**src/rtl/cdc_xfer_pkg.sv**
```systemverilog
// Shared definitions for the clkA-side transfer scheduler: FSM state
// encoding, default parameter values and a counter-width helper.
package cdc_xfer_pkg;

  localparam logic [1:0] ST_IDLE  = 2'd0;
  localparam logic [1:0] ST_WAIT  = 2'd1;
  localparam logic [1:0] ST_GAP   = 2'd2;
  localparam logic [1:0] ST_ERROR = 2'd3;

  typedef enum logic [1:0] {
    S_IDLE  = ST_IDLE,
    S_WAIT  = ST_WAIT,
    S_GAP   = ST_GAP,
    S_ERROR = ST_ERROR
  } state_e;

  localparam int DEF_N           = 8;
  localparam int DEF_NREQ        = 4;
  localparam int DEF_SYNC_STAGES = 2;
  localparam int DEF_TIMEOUT     = 255;
  localparam int DEF_TW          = 8;
  localparam int DEF_GAP_CYCLES  = 2;

  // Number of bits needed to hold values 0..maxval, never less than one.
  function automatic int cnt_width(input int maxval);
    int w;
    w = 1;
    while ((1 << w) <= maxval) w++;
    return w;
  endfunction

endpackage

```
**src/rtl/cdc_xfer_scheduler_rr_arbiter.sv**
```systemverilog
// Round-robin arbiter: combinational pick of the first active request at or
// above the pointer (with wrap), plus a pointer that moves past the winner.
module rr_arbiter #(
  parameter int NREQ = 4
) (
  input  logic                     clkA,
  input  logic                     rst_n,
  input  logic                     en,
  input  logic [NREQ-1:0]          req,
  output logic [$clog2(NREQ)-1:0]  sel,
  output logic                     any
);

  localparam int IW = $clog2(NREQ);

  logic [IW-1:0] ptr_q;
  logic [IW-1:0] ptr_d;
  logic [IW-1:0] idx;
  int            pos;

  // Search upward from the pointer, wrapping at NREQ, and keep the first hit.
  always_comb begin
    any = 1'b0;
    sel = '0;
    idx = '0;
    pos = 0;
    for (int i = 0; i < NREQ; i++) begin
      pos = int'(ptr_q) + i;
      if (pos >= NREQ) pos = pos - NREQ;
      idx = IW'(pos);
      if (!any && req[idx]) begin
        any = 1'b1;
        sel = idx;
      end
    end
  end

  // When a grant is taken, the winner becomes lowest priority next time.
  always_comb begin
    ptr_d = ptr_q;
    if (en && any) begin
      ptr_d = (sel == IW'(NREQ - 1)) ? '0 : sel + IW'(1);
    end
  end

  // Pointer register.
  always_ff @(posedge clkA or negedge rst_n) begin
    if (!rst_n) ptr_q <= '0;
    else        ptr_q <= ptr_d;
  end

endmodule

```
**src/rtl/cdc_xfer_scheduler.sv**
```systemverilog
// Source-side scheduler sharing one toggle-strobe synchronizer channel
// between several requesters: arbitrate, launch, wait for the toggle ack,
// hold off, and park in a sticky error state if the ack never comes.
module cdc_xfer_scheduler import cdc_xfer_pkg::*; #(
  parameter int N           = DEF_N,
  parameter int NREQ        = DEF_NREQ,
  parameter int SYNC_STAGES = DEF_SYNC_STAGES,
  parameter int TIMEOUT     = DEF_TIMEOUT,
  parameter int TW          = DEF_TW,
  parameter int GAP_CYCLES  = DEF_GAP_CYCLES
) (
  input  logic                     clkA,
  input  logic                     rst_n,
  input  logic                     enaA,
  input  logic [NREQ-1:0]          req,
  input  logic [NREQ*N-1:0]        req_data,
  output logic [NREQ-1:0]          grant,
  output logic [N-1:0]             xfer_data,
  output logic                     xfer_stb,
  input  logic                     ack_tgl,
  output logic [$clog2(NREQ)-1:0]  src_id,
  output logic                     busy,
  output logic                     done,
  output logic                     timeout_err,
  output logic                     err,
  input  logic                     err_clr
);

  localparam int IW = $clog2(NREQ);
  localparam int GW = cnt_width(GAP_CYCLES);

  state_e                 state_q, state_d;
  logic [N-1:0]           xfer_data_q, xfer_data_d;
  logic                   xfer_stb_q, xfer_stb_d;
  logic [IW-1:0]          src_id_q, src_id_d;
  logic [NREQ-1:0]        grant_q, grant_d;
  logic                   done_q, done_d;
  logic                   timeout_err_q, timeout_err_d;
  logic [TW-1:0]          tcnt_q, tcnt_d;
  logic [GW-1:0]          gcnt_q, gcnt_d;
  logic [SYNC_STAGES-1:0] ack_sync_q, ack_sync_d;

  logic                   ack_s;
  logic                   ack_match;
  logic                   arb_en;
  logic                   arb_any;
  logic [IW-1:0]          arb_sel;
  logic [N-1:0]           data_sel;

  assign ack_s     = ack_sync_q[SYNC_STAGES-1];
  assign ack_match = (ack_s == xfer_stb_q);
  assign arb_en    = enaA && (state_q == S_IDLE);

  rr_arbiter #(
    .NREQ (NREQ)
  ) u_arb (
    .clkA  (clkA),
    .rst_n (rst_n),
    .en    (arb_en),
    .req   (req),
    .sel   (arb_sel),
    .any   (arb_any)
  );

  // Shift the asynchronous ack toggle in; this chain ignores enaA.
  always_comb begin
    ack_sync_d = {ack_sync_q[SYNC_STAGES-2:0], ack_tgl};
  end

  // Select the winning requester's data word.
  always_comb begin
    data_sel = '0;
    for (int i = 0; i < NREQ; i++) begin
      if (arb_sel == IW'(i)) data_sel = req_data[i*N +: N];
    end
  end

  // Next-state and output decode; pulses default low so they last one cycle.
  always_comb begin
    state_d       = state_q;
    xfer_data_d   = xfer_data_q;
    xfer_stb_d    = xfer_stb_q;
    src_id_d      = src_id_q;
    grant_d       = '0;
    done_d        = 1'b0;
    timeout_err_d = 1'b0;
    tcnt_d        = tcnt_q;
    gcnt_d        = gcnt_q;
    if (enaA) begin
      case (state_q)
        S_IDLE: begin
          if (arb_any) begin
            xfer_data_d      = data_sel;
            xfer_stb_d       = ~xfer_stb_q;
            src_id_d         = arb_sel;
            grant_d[arb_sel] = 1'b1;
            tcnt_d           = '0;
            state_d          = S_WAIT;
          end
        end
        S_WAIT: begin
          if (ack_match) begin
            done_d  = 1'b1;
            gcnt_d  = '0;
            state_d = S_GAP;
          end else if (tcnt_q == TW'(TIMEOUT - 1)) begin
            timeout_err_d = 1'b1;
            state_d       = S_ERROR;
          end else begin
            tcnt_d = tcnt_q + TW'(1);
          end
        end
        S_GAP: begin
          if (gcnt_q == GW'(GAP_CYCLES)) state_d = S_IDLE;
          else                           gcnt_d  = gcnt_q + GW'(1);
        end
        S_ERROR: begin
          if (err_clr && ack_match) begin
            gcnt_d  = '0;
            state_d = S_GAP;
          end
        end
        default: state_d = S_IDLE;
      endcase
    end
  end

  // State and output registers, cleared asynchronously by rst_n.
  always_ff @(posedge clkA or negedge rst_n) begin
    if (!rst_n) begin
      state_q       <= S_IDLE;
      xfer_data_q   <= '0;
      xfer_stb_q    <= 1'b0;
      src_id_q      <= '0;
      grant_q       <= '0;
      done_q        <= 1'b0;
      timeout_err_q <= 1'b0;
      tcnt_q        <= '0;
      gcnt_q        <= '0;
      ack_sync_q    <= '0;
    end else begin
      state_q       <= state_d;
      xfer_data_q   <= xfer_data_d;
      xfer_stb_q    <= xfer_stb_d;
      src_id_q      <= src_id_d;
      grant_q       <= grant_d;
      done_q        <= done_d;
      timeout_err_q <= timeout_err_d;
      tcnt_q        <= tcnt_d;
      gcnt_q        <= gcnt_d;
      ack_sync_q    <= ack_sync_d;
    end
  end

  assign grant       = grant_q;
  assign xfer_data   = xfer_data_q;
  assign xfer_stb    = xfer_stb_q;
  assign src_id      = src_id_q;
  assign done        = done_q;
  assign timeout_err = timeout_err_q;
  assign busy        = (state_q != S_IDLE);
  assign err         = (state_q == S_ERROR);

endmodule

```
**config.mk**
```make
export PLATFORM = sky130hd
export DESIGN_NAME = cdc_xfer_scheduler
export DESIGN_NICKNAME = d
export VERILOG_FILES = /design/src/rtl/cdc_xfer_pkg.sv /design/src/rtl/cdc_xfer_scheduler_rr_arbiter.sv /design/src/rtl/cdc_xfer_scheduler.sv
export SDC_FILE = /design/constraint.sdc
export NUM_CORES = 1
export LEC_CHECK = 0
export ABC_AREA = 1
export CORE_ASPECT_RATIO = 0.5
export CORE_MARGIN = 4
export CORE_UTILIZATION = 48
export DETAILED_ROUTE_END_ITERATION = 12
export GPL_TIMING_DRIVEN = 0
export PLACE_DENSITY = 0.86
export SETUP_SLACK_MARGIN = 0.15
export SYNTH_ARGS = -nofsm -noshare
export SYNTH_HDL_FRONTEND = slang
export SYNTH_SLANG_ARGS = --single-unit
export TNS_END_PERCENT = 10
```
**constraint.sdc**
```tcl
create_clock -name clkA -period 3.15 [get_ports clkA]
set_input_delay 0.4725 -clock clkA [delete_from_list [all_inputs] [get_ports clkA]]
set_output_delay 0.4725 -clock clkA [all_outputs]
set_load 0.02 [all_outputs]
```
* Word level (Yosys, flattened, before mapping)
Cells that the tools add are included.
** Cells by class
- $add $sub $neg :: 10
- Order comparisons :: 10
- Eq/ne operators :: 17
- Multiplexer cells :: 51
- Bitwise logic cells :: 1
- Reduce and logical (&&, ||, !) cells :: 19
** Operators with widths (count)
- 8-bit two-way mux :: 7
- 2-bit two-way mux :: 17
- 1-bit two-way mux :: 16
- 8-bit case mux with 2 select lines :: 1
- 2-bit by 3-bit < comparator with 1-bit output, second input constant :: 5
- 5-bit AND reduction :: 3
- 4-bit two-way mux :: 3
- 2-bit == test, second input constant :: 5
- 2-bit != test, second input constant :: 5
- 3-bit greater-or-equal comparator, second input constant :: 3
- 8-bit by 1-bit adder with 8-bit output, second input constant :: 1
- 1-bit binary-select mux with 2-bit select :: 4
- 8-bit == test, second input constant :: 1
- 2-bit case mux with 4 select lines :: 1
- 2-bit by 1-bit subtractor with 2-bit output, second input constant :: 4
- 1-bit logical AND :: 7
- 2-bit by 2-bit adder with 3-bit output, second input constant :: 2
- 2-bit case mux with 3 select lines :: 1
- 2-bit by 1-bit adder with 2-bit output, second input constant :: 2
- 2-bit by 1-bit == test with 1-bit output, second input constant :: 2
- 2-bit logical NOT :: 2
- 2-bit by 1-bit != test with 1-bit output, second input constant :: 2
- 2-bit nonzero test :: 2
- 2-bit by 1-bit adder with 3-bit output, second input constant :: 1
- other kinds (9) :: 11
** Storage, ports and cells
- Bits in registers :: 33
- Bits of input ports :: 41
- Output and inout bits :: 19
- Logic and storage cells :: 119

* Depth between registers and ports, before layout
Gate-level depths: netlist of the first run.
- Depth after elaboration :: 21
- Depth in mapped cells :: 22

* Modules after synthesis
From an unflattened synthesis of the first run, not the netlist that was laid out.
** Unflattened totals
- Cell total of the unflattened synthesis :: 314
- Area, all modules :: 2233.4 µm²
** By module, submodules not included
- cdc_xfer_scheduler :: instances 1, cells an instance 234, area an instance 1791.7 µm², sequential area each 775.7 µm²
- rr_arbiter :: instances 1, cells an instance 80, area an instance 441.7 µm², sequential area each 50.0 µm²

* Worst setup path before layout of the first run
No wires, ideal clock.
- Path type :: register to register
- Start point :: register u_arb.ptr_q[0]
- End point :: register xfer_data_q[0] (netlist: xfer_data[0])
- Library setup time :: 0.065 ns
- Arrival time :: 2.333 ns
- Data required time :: 3.085 ns
- Path slack :: 0.752 ns
- Cell stages (with the launch flop) :: 19
- Path through :: dfrtp_1 > buf_6 > inv_8 > nand2_1 > nand3_1 > nand2_2 > inv_1 > nand2_1 > nor2_2 > a21oi_1 > ha_1 > clkbuf_1 > nor2_1 > nand2_1 > nand2_1 > o21ai_0 > o21ai_0 > nand2_1 > nand2_1
** On the way
- Longest elaborated chain between the ends :: 19
** RTL lines
- start: declaration :: RTL line cdc_xfer_scheduler_rr_arbiter.sv:16 : logic [IW-1:0] ptr_q;
- start signal: assignment :: RTL line cdc_xfer_scheduler_rr_arbiter.sv:49 : else ptr_q <= ptr_d;
- parallel branches: the longest is 13 deep, another holds 2-bit by 1-bit adder with 3-bit output
- 2-bit two-way mux * :: RTL line cdc_xfer_scheduler_rr_arbiter.sv:31 : if (!any && req[idx]) begin
- named net arb_sel[0] :: RTL line cdc_xfer_scheduler.sv:47 : logic [IW-1:0] arb_sel;
- 2-bit logical NOT :: RTL line cdc_xfer_scheduler.sv:74 : if (arb_sel == IW'(i)) data_sel = req_data[i*N +: N];
- 8-bit two-way mux (3 in a row) :: RTL line cdc_xfer_scheduler.sv:74
- 8-bit two-way mux * :: RTL line cdc_xfer_scheduler.sv:74
- end signal: assignment :: RTL line cdc_xfer_scheduler.sv:143 : xfer_data_q <= xfer_data_d;
- end: declaration :: RTL line cdc_xfer_scheduler.sv:33 : logic [N-1:0] xfer_data_q, xfer_data_d;
Mark *: on every way through the listed nets, which the timed path passes. The select of a mux whose other input is x is not followed.
A chain may end at the register's enable or synchronous reset.

* Worst setup path in the final report of the first run
- Start point :: input port req[3]
- End point :: register xfer_data_q[7] (netlist: xfer_data[7])
** On the way
- Longest elaborated chain between the ends :: 17
** RTL lines
- start: declaration :: RTL line cdc_xfer_scheduler.sv:15 : input logic [NREQ-1:0] req,
- 1-bit binary-select mux with 2-bit select :: RTL line cdc_xfer_scheduler_rr_arbiter.sv:31
- 1-bit two-way mux (not written as such) :: RTL line cdc_xfer_scheduler_rr_arbiter.sv:31
- 1-bit two-way mux :: RTL line cdc_xfer_scheduler_rr_arbiter.sv:31
- 1-bit logical NOT :: RTL line cdc_xfer_scheduler_rr_arbiter.sv:31
- 1-bit logical AND :: RTL line cdc_xfer_scheduler_rr_arbiter.sv:31
- 1-bit two-way mux :: RTL line cdc_xfer_scheduler_rr_arbiter.sv:31
- 1-bit logical NOT :: RTL line cdc_xfer_scheduler_rr_arbiter.sv:31
- 1-bit logical AND :: RTL line cdc_xfer_scheduler_rr_arbiter.sv:31
- 1-bit two-way mux :: RTL line cdc_xfer_scheduler_rr_arbiter.sv:31
- 1-bit logical NOT :: RTL line cdc_xfer_scheduler_rr_arbiter.sv:31
- 1-bit logical AND :: RTL line cdc_xfer_scheduler_rr_arbiter.sv:31
- 2-bit two-way mux * :: RTL line cdc_xfer_scheduler_rr_arbiter.sv:31
- named net arb_sel[1] :: RTL line cdc_xfer_scheduler.sv:47
- 2-bit logical NOT :: RTL line cdc_xfer_scheduler.sv:74
- 8-bit two-way mux (3 in a row) :: RTL line cdc_xfer_scheduler.sv:74
- 8-bit two-way mux * :: RTL line cdc_xfer_scheduler.sv:74
The timed path passes the listed nets; every way through them passes the cells marked *. The select of a mux whose other input is x is not followed.

==> impl_metrics.prom, run 1 <==
# TYPE chip_impl_metric gauge
chip_impl_info{name="outcome",value="finished, final reports clean"} 1
chip_impl_metric{name="fin_worst_hold_slack",unit="ns"} 0.233
chip_impl_metric{name="final.fill_count",unit=""} 334
chip_impl_metric{name="power_density",unit="nW/µm²"} 1070
chip_impl_info{name="yosys-top-cells-area",value="dfrtp_1 (39%), nand2_1 (22%), o21ai_0 (5.4%)"} 1
chip_impl_info{name="critPathKind",value="input port to register"} 1
chip_impl_metric{name="hpwlAfterDp",unit="µm"} 4120
chip_impl_metric{name="cts_setup_buffers",unit=""} 0
chip_impl_info{name="yosysTopAreaCell",value="dfrtp_1"} 1
chip_impl_info{name="critical-path-slowest-cell",value="clkdlybuf4s50_1"} 1
chip_impl_metric{name="syn_area_per_cell",unit="µm²"} 7.05
chip_impl_info{name="cts_root_cell",value="clkbuf_8"} 1
chip_impl_metric{name="drive_gt1_frac",unit=""} 0.101
chip_impl_metric{name="fmax_achieved",unit="GHz"} 0.361
chip_impl_metric{name="multi_input_comb_area",unit="µm²"} 1130
chip_impl_info{name="crit-reg2reg-launch",value="u_arb.ptr_q[0]"} 1
chip_impl_info{name="worstHoldPathType",value="input port to async pin"} 1
chip_impl_metric{name="cts.htree.levels",unit=""} 2
chip_impl_metric{name="first_global_vias",unit=""} 2143
chip_impl_metric{name="insertion_delay",unit="ns"} 0.29
chip_impl_metric{name="worstPathBufferInverterCount",unit=""} 5
chip_impl_metric{name="irDropWorstVdd",unit="µV"} 752
chip_impl_metric{name="synth.lib_cells_used.distinct",unit=""} 29
chip_impl_metric{name="required",unit="ns"} 3.33
chip_impl_metric{name="grt_start_max_net_pins",unit=""} 34
chip_impl_metric{name="place_area",unit="µm²"} 2780
chip_impl_metric{name="worst_clock_skew",unit="ns"} 0.00652
chip_impl_metric{name="cp_max_fo",unit=""} 9
chip_impl_metric{name="finalHoldViolations",unit=""} 0
chip_impl_info{name="synthTopCellsByCount",value="nand2_1 (122), dfrtp_1 (33), inv_1 (30), o21ai_0 (23)"} 1
chip_impl_info{name="setup.worst_path.start_class",value="input port"} 1
chip_impl_metric{name="timing.max_slew.rel_slack",unit=""} 0.520
chip_impl_metric{name="groute.usage.overall",unit=""} 0.212
chip_impl_metric{name="fp-row-count",unit=""} 16
chip_impl_metric{name="postSynthCellCount",unit=""} 301
chip_impl_metric{name="route.vias.total",unit=""} 2141
chip_impl_info{name="synthFlopType",value="dfrtp_1"} 1
chip_impl_info{name="cp_cell_sequence",value="clkdlybuf4s50_1 > inv_1 > nand2_1 > nand3_1 > nand2_2 > inv_1 > nand2_1 > nor2_2 > nand3_1 > nand2_1 > inv_1 > ha_1 > clkbuf_2 > a21oi_1 > nand2_1 > o21ai_0 > o21ai_0 > nand2_1 > nand2_1"} 1
chip_impl_metric{name="postLayoutCellArea",unit="µm²"} 2880
chip_impl_metric{name="rrSetupSlack",unit="ns"} 0.48
chip_impl_metric{name="detail_route.first_pass.iterations",unit=""} 4
chip_impl_metric{name="initial_antenna_violation_count",unit=""} 0
chip_impl_metric{name="ys_ff_latch",unit=""} 33
chip_impl_metric{name="die_width",unit="µm"} 102
chip_impl_metric{name="fp.dieH",unit="µm"} 55.0
chip_impl_metric{name="non_filler_instance_count_after_layout",unit=""} 422
chip_impl_metric{name="floorplan.initialDensity",unit=""} 0.520
chip_impl_metric{name="clock-sinks",unit=""} 33
chip_impl_metric{name="synth_top_cell_area_share",unit=""} 0.389
chip_impl_metric{name="cts_inserted_buffers",unit=""} 5
chip_impl_metric{name="synth_edf_count",unit=""} 0
chip_impl_metric{name="dr.first_iter.drc_count",unit=""} 121
chip_impl_metric{name="final-seq-area",unit="µm²"} 826
chip_impl_metric{name="finalWirelength",unit="µm"} 5540
chip_impl_metric{name="layout-area-overhead-vs-synth",unit="%"} 35.5
chip_impl_metric{name="wire_length_per_cell_after_detailed_routing",unit="µm"} 13.1
chip_impl_metric{name="synth_sequential_area_ratio",unit=""} 0.389
chip_impl_info{name="crit_top_cell",value="nand2_1"} 1
chip_impl_metric{name="post_route_drc_violation_count",unit=""} 0
chip_impl_metric{name="fp.coreArea",unit="µm²"} 4080
chip_impl_metric{name="place_inst",unit=""} 414
chip_impl_metric{name="postSynth.asyncResetShare",unit=""} 1.00
chip_impl_metric{name="max_slew_violation_count",unit=""} 0
chip_impl_metric{name="io_pins",unit=""} 60
chip_impl_metric{name="num_antenna_cells",unit=""} 0
chip_impl_metric{name="die_area",unit="µm²"} 5610
chip_impl_metric{name="period_needed",unit="ns"} 2.77
chip_impl_metric{name="final_critical_path_setup_slack",unit="ns"} 0.381
chip_impl_metric{name="yosys_warnings",unit=""} 0
chip_impl_metric{name="via_per_inst",unit=""} 5.07
chip_impl_metric{name="place.port_buffers",unit=""} 59
chip_impl_metric{name="part_of_the_cycle_the_worst_path_needs",unit=""} 0.879
chip_impl_metric{name="final_antenna_net_count",unit=""} 0
chip_impl_metric{name="grt_pass1_wl",unit="µm"} 9110
chip_impl_metric{name="final_weighted_congestion_in_routability_driven_placement",unit=""} 0.898
chip_impl_info{name="synth_most_common_cell",value="nand2_1"} 1
chip_impl_metric{name="clk_pin_slew",unit="ns"} 0.07
chip_impl_metric{name="worst-r2r-cell-count",unit=""} 19
chip_impl_metric{name="cap_viol_max_count",unit=""} 0
chip_impl_metric{name="syn_std_cell_area",unit="µm²"} 2120
chip_impl_metric{name="grt-ovfl-total",unit=""} 0
chip_impl_info{name="cts_tree",value="yes"} 1
chip_impl_info{name="r2r-end",value="xfer_data[7]"} 1
chip_impl_metric{name="slowest_delay",unit="ns"} 0.44
chip_impl_metric{name="postCtsHoldBufs",unit=""} 0
chip_impl_metric{name="clock_tree.buffer_depth",unit=""} 2
chip_impl_metric{name="pre_cts_ws",unit="ns"} -0.165
chip_impl_metric{name="worstPathArrival",unit="ns"} 2.95
chip_impl_metric{name="cellLeakagePower",unit="nW"} 1.42
chip_impl_info{name="end_kind",value="register"} 1
chip_impl_metric{name="fin_nets",unit=""} 415
chip_impl_metric{name="worst-slew-pin-transition",unit="ns"} 0.720
chip_impl_info{name="crit_family",value="simple AND/OR/NAND/NOR gates"} 1
chip_impl_metric{name="setup-violations-final",unit=""} 0
chip_impl_info{name="rsz0062_at_grt",value="true"} 1
chip_impl_metric{name="total_power",unit="mW"} 3.07
chip_impl_metric{name="syn-num-nets",unit=""} 349
## metrics by stage
step | TNS [ns] | utilization
3_3_place_gp | -0.484 | 0.681
5_1_grt | 0 | 0.704
6_report | 0 | 0.704
3_5_place_dp | -1.12 | 0.680
2_1_floorplan | 0 | -
4_1_cts | 0 | 0.700
## how the worst max path moves through the flow
stage                               from      endpoint  slack, ns  cells after the start
after floorplan           u_arb.ptr_q[0]  xfer_data[0]       0.75                     18
after global placement            req[1]  xfer_data[7]      -0.08                     18
after detailed placement          req[2]  xfer_data[7]      -0.17                     20
after CTS                         req[2]  xfer_data[7]       0.20                     20
after global routing              req[0]  xfer_data[6]       0.14                     19
final                             req[3]  xfer_data[7]       0.38                     19
## cell families after synthesis
logic type / Yosys count / share of synthesized area
fa+ha+maj: 7 / 0.0413
xor+xnor: 5 / 0.0206
compound gates: 38 / 0.0979
simple gates: 178 / 0.368
flops: 33 / 0.389
buf+inv: 40 / 0.0831
## what timing repair did
item	in CTS	in global routing
endpoints found under the setup margin	6	9
pin swaps	0	1
gates resized for setup	1	10
gates cloned	0	0
## flip-flops by register name, indices dropped and copies added (netlist names)
name         count
timeout_err      1
done             1
src_id           2
ack_sync_q       2
grant            4
tcnt_q           8
gcnt_q           2
state_q          2
xfer_stb         1
u_arb.ptr_q      2
xfer_data        8
## power breakdown
part / internal, mW / switching (mW) / leakage (nW)
clock network: 0.153 / 0.159 / 0.0450
logic: 0.764 / 1.35 / 0.943
registers: 0.558 / 0.0837 / 0.433
## layer usage
metal / vias up / global-route usage / wire length (µm)
met5: - / 0 / 0
met4: 0 / 0.0632 / 68
met3: 7 / 0.0651 / 352
met2: 66 / 0.405 / 2820
met1: 995 / 0.234 / 2300
li1: 1073 / - / -
## placed cells by master, fill, tap and decap left out, drive strengths merged
cell type / n
nand4: 2
nand3: 20
nand2: 132
o21a: 1
buf: 4
nor3b: 1
clkdlybuf4s50: 58
xnor2: 2
dfrtp: 33
a21oi: 11
inv: 33
ha: 7
clkinv: 2
and2: 1
clkbuf: 10
o21ai: 26
nor3: 3
xor2: 3
nor2: 19
## final cells by class
class,instances,share of cell area
inverters,33,0.0466
clock buffers,6,0.0252
plain buffers,7,0.0170
well taps,54,0.0235
flip-flops and latches,33,0.287
clock inverters,2,0.00348
repair buffers,59,0.204
multi-input cells,228,0.393
(Power assumes the default switching activity.)
==> run 2: changes to the inputs <==
--- a/config.mk
+++ b/config.mk
@@ -5,13 +5,12 @@
 export SDC_FILE = /design/constraint.sdc
 export NUM_CORES = 1
 export LEC_CHECK = 0
-export ABC_AREA = 1
 export CORE_ASPECT_RATIO = 0.5
 export CORE_MARGIN = 4
-export CORE_UTILIZATION = 48
+export CORE_UTILIZATION = 46
 export DETAILED_ROUTE_END_ITERATION = 12
 export GPL_TIMING_DRIVEN = 0
-export PLACE_DENSITY = 0.86
+export PLACE_DENSITY = 0.85
 export SETUP_SLACK_MARGIN = 0.15
 export SYNTH_ARGS = -nofsm -noshare
 export SYNTH_HDL_FRONTEND = slang
==> run 2 against run 1 <==
Compared with the run above:
- sequential cell count unchanged
- sequential share of layout area up 2.0 points
- cell area down 6.5%
- total power down 28%
- via count down 16%
- non-clock buffer count up 5
- clock skew down 0.0016 ns
- register-to-register slack better by 0.14 ns
- routed wire length down 13%
- clock-buffer cell count down 1
- highest routed layer unchanged
==> impl_metrics.prom, run 2 <==
# TYPE chip_impl_metric gauge
chip_impl_info{name="yosysTopAreaCell",value="dfrtp_1"} 1
chip_impl_metric{name="fp-row-count",unit=""} 16
chip_impl_metric{name="yosys_warnings",unit=""} 0
chip_impl_metric{name="grt-ovfl-total",unit=""} 0
chip_impl_metric{name="num_antenna_cells",unit=""} 0
chip_impl_info{name="cts_root_cell",value="clkbuf_8"} 1
chip_impl_metric{name="total_power",unit="mW"} 2.21
chip_impl_metric{name="synth_edf_count",unit=""} 0
chip_impl_metric{name="cap_viol_max_count",unit=""} 0
chip_impl_metric{name="post_synth_mux_area_share",unit=""} 0.0170
chip_impl_metric{name="worstPathArrival",unit="ns"} 2.98
chip_impl_info{name="r2r-end",value="xfer_data[2]"} 1
chip_impl_info{name="crit-reg2reg-launch",value="u_arb.ptr_q[1]"} 1
chip_impl_metric{name="synth_top_cell_area_share",unit=""} 0.431
chip_impl_metric{name="worst-slew-pin-transition",unit="ns"} 0.724
chip_impl_metric{name="cts_inserted_buffers",unit=""} 5
chip_impl_metric{name="ys_ff_latch",unit=""} 33
chip_impl_info{name="most_frequent_cells_in_the_layout",value="clkdlybuf4s50_1 (58), dfrtp_1 (33), a21oi_1 (25)"} 1
chip_impl_metric{name="synth_area_in_xor_xnor",unit=""} 0.0176
chip_impl_metric{name="die_width",unit="µm"} 99.2
chip_impl_info{name="largest_family_of_logic_cells_by_synthesized_area",value="simple AND/OR/NAND/NOR gates"} 1
chip_impl_info{name="end_kind",value="register"} 1
chip_impl_info{name="cts_tree",value="yes"} 1
chip_impl_metric{name="groute.usage.overall",unit=""} 0.193
chip_impl_metric{name="timing.max_slew.rel_slack",unit=""} 0.517
chip_impl_metric{name="postSynth.asyncResetShare",unit=""} 1.00
chip_impl_metric{name="final_critical_path_setup_slack",unit="ns"} 0.323
chip_impl_metric{name="via_per_inst",unit=""} 5.41
chip_impl_info{name="busiest_layer",value="met2"} 1
chip_impl_metric{name="initial_antenna_violation_count",unit=""} 0
chip_impl_metric{name="worst_clock_skew",unit="ns"} 0.00496
chip_impl_info{name="outcome",value="finished, final reports clean"} 1
chip_impl_metric{name="finalHoldViolations",unit=""} 0
chip_impl_info{name="synth_most_common_cell",value="dfrtp_1"} 1
chip_impl_metric{name="share_of_synthesized_cell_area_in_and_or_nand_and_nor_gates",unit=""} 0.226
chip_impl_metric{name="floorplan.initialDensity",unit=""} 0.483
chip_impl_metric{name="dr.first_iter.drc_count",unit=""} 82
chip_impl_metric{name="synth.lib_cells_used.distinct",unit=""} 40
chip_impl_metric{name="clock_tree.buffer_depth",unit=""} 2
chip_impl_metric{name="worst-r2r-cell-count",unit=""} 9
chip_impl_metric{name="first_global_vias",unit=""} 1807
chip_impl_metric{name="gr-usage-met2",unit=""} 0.374
chip_impl_metric{name="rrSetupSlack",unit="ns"} 0.62
chip_impl_info{name="layout.cells.most_common",value="clkdlybuf4s50_1"} 1
chip_impl_metric{name="syn_area_per_cell",unit="µm²"} 8.99
chip_impl_metric{name="fin_nets",unit=""} 327
chip_impl_metric{name="layout-area-overhead-vs-synth",unit="%"} 40.4
chip_impl_metric{name="grt_use_met1",unit=""} 0.218
chip_impl_metric{name="postCtsHoldBufs",unit=""} 0
chip_impl_metric{name="postSynthCellCount",unit=""} 213
chip_impl_metric{name="hpwlAfterDp",unit="µm"} 3590
chip_impl_metric{name="grt_start_max_net_pins",unit=""} 34
chip_impl_metric{name="power_density",unit="nW/µm²"} 821
chip_impl_metric{name="final_antenna_net_count",unit=""} 0
chip_impl_metric{name="fraction_of_the_mapped_netlist_area_in_adder_cells",unit=""} 0.0458
chip_impl_metric{name="irDropWorstVdd",unit="µV"} 348
chip_impl_metric{name="wire_length_per_cell_after_detailed_routing",unit="µm"} 14.5
chip_impl_metric{name="fmax_achieved",unit="GHz"} 0.354
chip_impl_metric{name="cellLeakagePower",unit="nW"} 1.19
chip_impl_metric{name="pre_cts_ws",unit="ns"} -0.338
chip_impl_metric{name="p_clk_frac",unit=""} 0.173
chip_impl_info{name="rsz0062_at_grt",value="true"} 1
chip_impl_metric{name="die_area",unit="µm²"} 5320
chip_impl_metric{name="synth_sequential_area_ratio",unit=""} 0.431
chip_impl_metric{name="clk_pin_slew",unit="ns"} 0.07
chip_impl_metric{name="fin_util",unit=""} 0.678
chip_impl_metric{name="global_route.usage.met3",unit=""} 0.0362
chip_impl_metric{name="finalWirelength",unit="µm"} 4830
chip_impl_info{name="synthTopCellsByCount",value="dfrtp_1 (33), a21oi_1 (25), nor2_1 (22), nand2_1 (19), inv_1 (15)"} 1
chip_impl_metric{name="post_route_drc_violation_count",unit=""} 0
chip_impl_metric{name="power.share.switching",unit=""} 0.404
chip_impl_metric{name="insertion_delay",unit="ns"} 0.28
chip_impl_metric{name="clock-sinks",unit=""} 33
chip_impl_info{name="worstHoldPathType",value="input port to async pin"} 1
chip_impl_metric{name="syn_std_cell_area",unit="µm²"} 1910
chip_impl_metric{name="power_internal",unit="mW"} 1.31
chip_impl_info{name="yosys-top-cells-area",value="dfrtp_1 (43%), a21oi_1 (6.5%), ha_1 (4.6%)"} 1
chip_impl_metric{name="fp.dieH",unit="µm"} 53.6
chip_impl_metric{name="fp.coreArea",unit="µm²"} 3960
chip_impl_metric{name="cp_max_fo",unit=""} 10
chip_impl_metric{name="grt_pass1_wl",unit="µm"} 8120
chip_impl_metric{name="route.vias.total",unit=""} 1801
chip_impl_metric{name="setup-violations-final",unit=""} 0
chip_impl_metric{name="syn-num-nets",unit=""} 261
chip_impl_info{name="setup.worst_path.start_class",value="input port"} 1
chip_impl_metric{name="drive_gt1_frac",unit=""} 0.118
chip_impl_metric{name="fin_worst_hold_slack",unit="ns"} 0.235
chip_impl_metric{name="required",unit="ns"} 3.31
chip_impl_metric{name="power.net_switching",unit="mW"} 0.892
chip_impl_metric{name="final_weighted_congestion_in_routability_driven_placement",unit=""} 0.795
chip_impl_metric{name="comb_power_share",unit=""} 0.525
chip_impl_metric{name="part_of_the_cycle_the_worst_path_needs",unit=""} 0.897
chip_impl_metric{name="detail_route.first_pass.iterations",unit=""} 4
chip_impl_metric{name="final.fill_count",unit=""} 307
chip_impl_metric{name="period_needed",unit="ns"} 2.83
chip_impl_metric{name="place.port_buffers",unit=""} 59
chip_impl_info{name="critPathKind",value="input port to register"} 1
chip_impl_metric{name="seq_power_share",unit=""} 0.302
chip_impl_metric{name="cts.htree.levels",unit=""} 2
chip_impl_metric{name="synth_area_in_compound_gates",unit=""} 0.194
chip_impl_metric{name="max_slew_violation_count",unit=""} 0
chip_impl_metric{name="io_pins",unit=""} 60
chip_impl_info{name="synthFlopType",value="dfrtp_1"} 1
==> run 2: cell count changes in the layout (fill, tap and decap cells not counted), sizes merged, moves of 7 or more <==
cell,delta
a21oi,+14
nand2,-113
o21ai,-14
nand2b,+7
nand3,-9
inv,-18
a221oi,+9
==> run 2: power groups by stage <==
stage / Combinational, mW / Clock, mW / Sequential (mW)
final: 1.16 / 0.382 / 0.666
after global routing: 1.28 / 0.407 / 0.685
after CTS: 1.16 / 0.390 / 0.664
after detailed placement: 1.14 / 0 / 0.671
after global placement: 1.10 / 0 / 0.664
after floorplan: 0.621 / 0 / 0.763
==> run 2: per-layer routing <==
metal | wire length, µm | up-vias
met3 | 264 | 6
met2 | 2570 | 53
li1 | - | 865
met1 | 1930 | 877
met5 | 0 | -
met4 | 71 | 0
==> run 2: logic make-up after synthesis <==
| kind of cell | count (synthesis) |
|---|---|
| AND/OR/NAND/NOR | 83 |
| AO/OA/AOI/OAI | 57 |
| flip-flops | 33 |
| buffers and inverters | 27 |
| adder cells (fa/ha/maj) | 7 |
| XOR/XNOR | 3 |
| multiplexers | 3 |
==> run 2: what timing repair did <==
item | in CTS | in global routing
pin swaps | 0 | 0
setup buffers | 0 | 0
endpoints found under the setup margin | 8 | 8
resized for setup | 4 | 3
==> run 2: worst max-delay path, cell delays in order <==
cell	delay, ns
clkdlybuf4s50_1	0.50
a21oi_1	0.21
nor3b_1	0.08
nor3_2	0.30
ha_1	0.21
clkbuf_1	0.33
clkbuf_2	0.32
a21oi_1	0.10
a221oi_1	0.34
nor2_1	0.12
==> run 2: through the flow <==
step           TNS, ns  instance area [µm²]  instances
2_1_floorplan        0                 1910        213
6_report             0                 2690        333
3_3_place_gp     -1.03                 2570        326
3_5_place_dp     -2.06                 2570        326
5_1_grt              0                 2690        333
4_1_cts              0                 2680        333
==> run 2: how the worst max path moves through the flow <==
stage           start           end  depth (start not counted)
2_1_floorplan  req[0]  xfer_data[6]                         10
3_3_place_gp   req[1]  xfer_data[6]                         11
3_5_place_dp   req[1]  xfer_data[6]                         11
4_1_cts        req[0]  xfer_data[2]                         10
5_1_grt        req[1]  xfer_data[6]                         11
6_report       req[0]  xfer_data[2]                         10
==> run 2: cell type report <==
| class | instances | area, µm² | area share |
|---|---|---|---|
| inverter | 15 | 56.3 | 0.0209 |
| tap | 54 | 67.6 | 0.0251 |
| clock inverter | 2 | 35.0 | 0.0130 |
| timing repair buffer | 59 | 586 | 0.218 |
| multi-input combinational | 153 | 970 | 0.361 |
| buffer | 12 | 78.8 | 0.0293 |
| sequential | 33 | 826 | 0.307 |
| clock buffer | 5 | 68.8 | 0.0256 |
==> run 3: changes to the inputs <==
--- a/config.mk
+++ b/config.mk
@@ -5,12 +5,13 @@
 export SDC_FILE = /design/constraint.sdc
 export NUM_CORES = 1
 export LEC_CHECK = 0
+export ABC_AREA = 1
 export CORE_ASPECT_RATIO = 0.5
 export CORE_MARGIN = 4
-export CORE_UTILIZATION = 46
+export CORE_UTILIZATION = 30
 export DETAILED_ROUTE_END_ITERATION = 12
 export GPL_TIMING_DRIVEN = 0
-export PLACE_DENSITY = 0.85
+export PLACE_DENSITY = 0.6
 export SETUP_SLACK_MARGIN = 0.15
 export SYNTH_ARGS = -nofsm -noshare
 export SYNTH_HDL_FRONTEND = slang
==> run 3 against run 2 <==
Compared with the run above:
- cell area grew 13%
- clock power grew 50%
- global-route usage shrank 5.8 points
- first-iteration DRC count grew 39%
- routed wire length grew 10%
- combinational power grew 83%
- largest cell class unchanged
==> impl_metrics.prom, run 3 (synthesized netlist as in run 1, its figures left out) <==
# TYPE chip_impl_metric gauge
chip_impl_metric{name="max_slew_violation_count",unit=""} 0
chip_impl_metric{name="wire_length_per_cell_after_detailed_routing",unit="µm"} 11.5
chip_impl_info{name="end_kind",value="register"} 1
chip_impl_metric{name="clk_pin_slew",unit="ns"} 0.06
chip_impl_metric{name="setup-violations-final",unit=""} 0
chip_impl_info{name="crit_family",value="buffers and inverters"} 1
chip_impl_metric{name="power_density",unit="nW/µm²"} 1100
chip_impl_metric{name="post_route_drc_violation_count",unit=""} 0
chip_impl_metric{name="detail_route.first_pass.iterations",unit=""} 4
chip_impl_metric{name="cp_max_fo",unit=""} 9
chip_impl_metric{name="final.fill_count",unit=""} 700
chip_impl_metric{name="fp.coreArea",unit="µm²"} 6780
chip_impl_metric{name="layout-area-overhead-vs-synth",unit="%"} 42.8
chip_impl_metric{name="fp.dieH",unit="µm"} 67.5
chip_impl_metric{name="worstPathArrival",unit="ns"} 2.92
chip_impl_metric{name="place_inst",unit=""} 452
chip_impl_metric{name="final_antenna_net_count",unit=""} 0
chip_impl_metric{name="slowest_delay",unit="ns"} 0.49
chip_impl_info{name="cp_cell_sequence",value="clkdlybuf4s50_1 > inv_1 > nand2_1 > nand3_1 > nand2_1 > nand2_1 > nand3_1 > nand2_1 > a21oi_2 > inv_1 > ha_1 > clkbuf_2 > inv_2 > o21ai_0 > o21ai_0 > nand2_1 > nand2_1"} 1
chip_impl_metric{name="clock-sinks",unit=""} 33
chip_impl_info{name="worstHoldPathType",value="input port to async pin"} 1
chip_impl_info{name="layout.cells.most_common",value="nand2_1"} 1
chip_impl_metric{name="initial_antenna_violation_count",unit=""} 0
chip_impl_metric{name="grt_pass1_wl",unit="µm"} 9290
chip_impl_metric{name="cap_viol_max_count",unit=""} 0
chip_impl_metric{name="grt-ovfl-total",unit=""} 0
chip_impl_metric{name="timing.max_slew.rel_slack",unit=""} 0.511
chip_impl_metric{name="fin_util",unit=""} 0.447
chip_impl_metric{name="fin_worst_hold_slack",unit="ns"} 0.254
chip_impl_metric{name="cts_inserted_buffers",unit=""} 5
chip_impl_metric{name="finalWirelength",unit="µm"} 5320
chip_impl_metric{name="required",unit="ns"} 3.37
chip_impl_info{name="most_frequent_cells_in_the_layout",value="nand2_1 (122), clkdlybuf4s50_1 (58), dfrtp_1 (33)"} 1
chip_impl_metric{name="postLayoutCellArea",unit="µm²"} 3030
chip_impl_info{name="cts_root_cell",value="clkbuf_16"} 1
chip_impl_metric{name="floorplan.initialDensity",unit=""} 0.313
chip_impl_metric{name="dr.first_iter.drc_count",unit=""} 114
chip_impl_info{name="cts_tree",value="yes"} 1
chip_impl_metric{name="worst-slew-pin-transition",unit="ns"} 0.734
chip_impl_metric{name="route.vias.total",unit=""} 2042
chip_impl_metric{name="non_filler_instance_count_after_layout",unit=""} 461
chip_impl_metric{name="fin_nets",unit=""} 416
chip_impl_info{name="setup.worst_path.start_class",value="input port"} 1
chip_impl_info{name="critical-path-slowest-cell",value="clkdlybuf4s50_1"} 1
chip_impl_metric{name="num_antenna_cells",unit=""} 0
chip_impl_metric{name="io_pins",unit=""} 60
chip_impl_metric{name="worst_clock_skew",unit="ns"} 0.00639
chip_impl_metric{name="insertion_delay",unit="ns"} 0.28
chip_impl_metric{name="finalHoldViolations",unit=""} 0
chip_impl_info{name="rsz0062_at_grt",value="true"} 1
chip_impl_info{name="critPathKind",value="input port to register"} 1
chip_impl_metric{name="via_per_inst",unit=""} 4.43
chip_impl_metric{name="place.port_buffers",unit=""} 59
chip_impl_metric{name="groute.usage.overall",unit=""} 0.135
chip_impl_metric{name="worstPathBufferInverterCount",unit=""} 5
chip_impl_info{name="crit_top_cell",value="nand2_1"} 1
chip_impl_metric{name="hpwlAfterDp",unit="µm"} 4060
chip_impl_metric{name="final_weighted_congestion_in_routability_driven_placement",unit=""} 0.908
chip_impl_metric{name="fmax_achieved",unit="GHz"} 0.369
chip_impl_metric{name="period_needed",unit="ns"} 2.71
chip_impl_metric{name="cellLeakagePower",unit="nW"} 1.47
chip_impl_metric{name="fp-row-count",unit=""} 21
chip_impl_info{name="outcome",value="finished, final reports clean"} 1
chip_impl_metric{name="first_global_vias",unit=""} 2081
chip_impl_metric{name="place_area",unit="µm²"} 2820
chip_impl_metric{name="grt_start_max_net_pins",unit=""} 34
chip_impl_metric{name="cts.htree.levels",unit=""} 2
chip_impl_metric{name="die_area",unit="µm²"} 8560
chip_impl_metric{name="part_of_the_cycle_the_worst_path_needs",unit=""} 0.859
chip_impl_metric{name="irDropWorstVdd",unit="µV"} 432
chip_impl_metric{name="die_width",unit="µm"} 127
chip_impl_metric{name="drive_gt1_frac",unit=""} 0.106
chip_impl_metric{name="clock_tree.buffer_depth",unit=""} 2
## run 3: cell count changes in the layout (fill, tap and decap cells not counted), moves of 6 or more
cell,before,now
inv_1,15,29
nand2_2,0,7
a21oi_1,25,10
nor2_1,22,16
nand2_1,19,122
nand2b_1,6,0
o21ai_0,12,22
## run 3: final cells by class
cell class	count	area, µm²	share of cell area
multi-input combinational	228	1140	0.377
timing repair buffer	60	593	0.196
tap	92	115	0.0380
inverter	33	131	0.0434
clock buffer	7	143	0.0471
clock inverter	1	30.0	0.00991
sequential	33	826	0.273
buffer	7	51.3	0.0169
## run 3: repair_timing
item                       in CTS  in global routing
hold buffers                    0                  0
setup buffers                   0                  1
hold endpoints to repair        0                  0
gates resized for setup         3                 11
setup endpoints to repair       8                  8
pin swaps                       0                  1
## run 3: report_power, final
group	switching (mW)	total (mW)	internal, mW
registers	0.0835	0.643	0.559
clock network	0.177	0.572	0.395
logic	1.33	2.12	0.792
total	1.59	3.33	1.75
## run 3: worst register-to-register path, cell delays in order (launching register included)
cell and delay (ns):
dfrtp_1 0.37, buf_6 0.15, inv_8 0.08, nand2_1 0.06, nand3_1 0.09, nand2_1 0.14, inv_1 0.12, nand3_1 0.09
nand3_1 0.12, nand2_1 0.12, ha_1 0.19, clkbuf_4 0.20, nor2_4 0.20, buf_4 0.14, nand2_1 0.04, nand2_1 0.05
o21ai_0 0.06, o21ai_0 0.14, nand2_1 0.09, nand2_1 0.06
## run 3: stage by stage
| step | setup TNS, ns | total power [mW] | worst slack [ns] |
|---|---|---|---|
| detailed placement | -2.09 | 2.68 | -0.328 |
| floorplan | 0 | 2.07 | 0.752 |
| global placement | -1.24 | 2.63 | -0.180 |
| finish | 0 | 3.33 | 0.443 |
| global route | 0 | 3.73 | 0.120 |
| CTS | 0 | 3.30 | 0.185 |
## run 3: worst paths after layout
kind | from | to | slack [ns] | depth (start not counted)
min | rst_n | tcnt_q[4] | 0.25 | 1
max | req[3] | xfer_data[0] | 0.44 | 17
min in group clkA | ack_sync_q[0] | ack_sync_q[1] | 0.35 | 0
max reg2reg | u_arb.ptr_q[0] | xfer_data[4] | 0.60 | 19
max in group asynchronous | rst_n | src_id[1] | 2.43 | 1
min reg2reg | ack_sync_q[0] | ack_sync_q[1] | 0.35 | 0
## run 3: layer usage
| metal | vias up | global-route usage | part of all wire |
|---|---|---|---|
| li1 | 1078 | - | - |
| met1 | 915 | 0.165 | 0.48 |
| met5 | - | 0 | 0 |
| met2 | 43 | 0.228 | 0.46 |
| met4 | 0 | 0.0495 | 0.011 |
| met3 | 6 | 0.0411 | 0.052 |
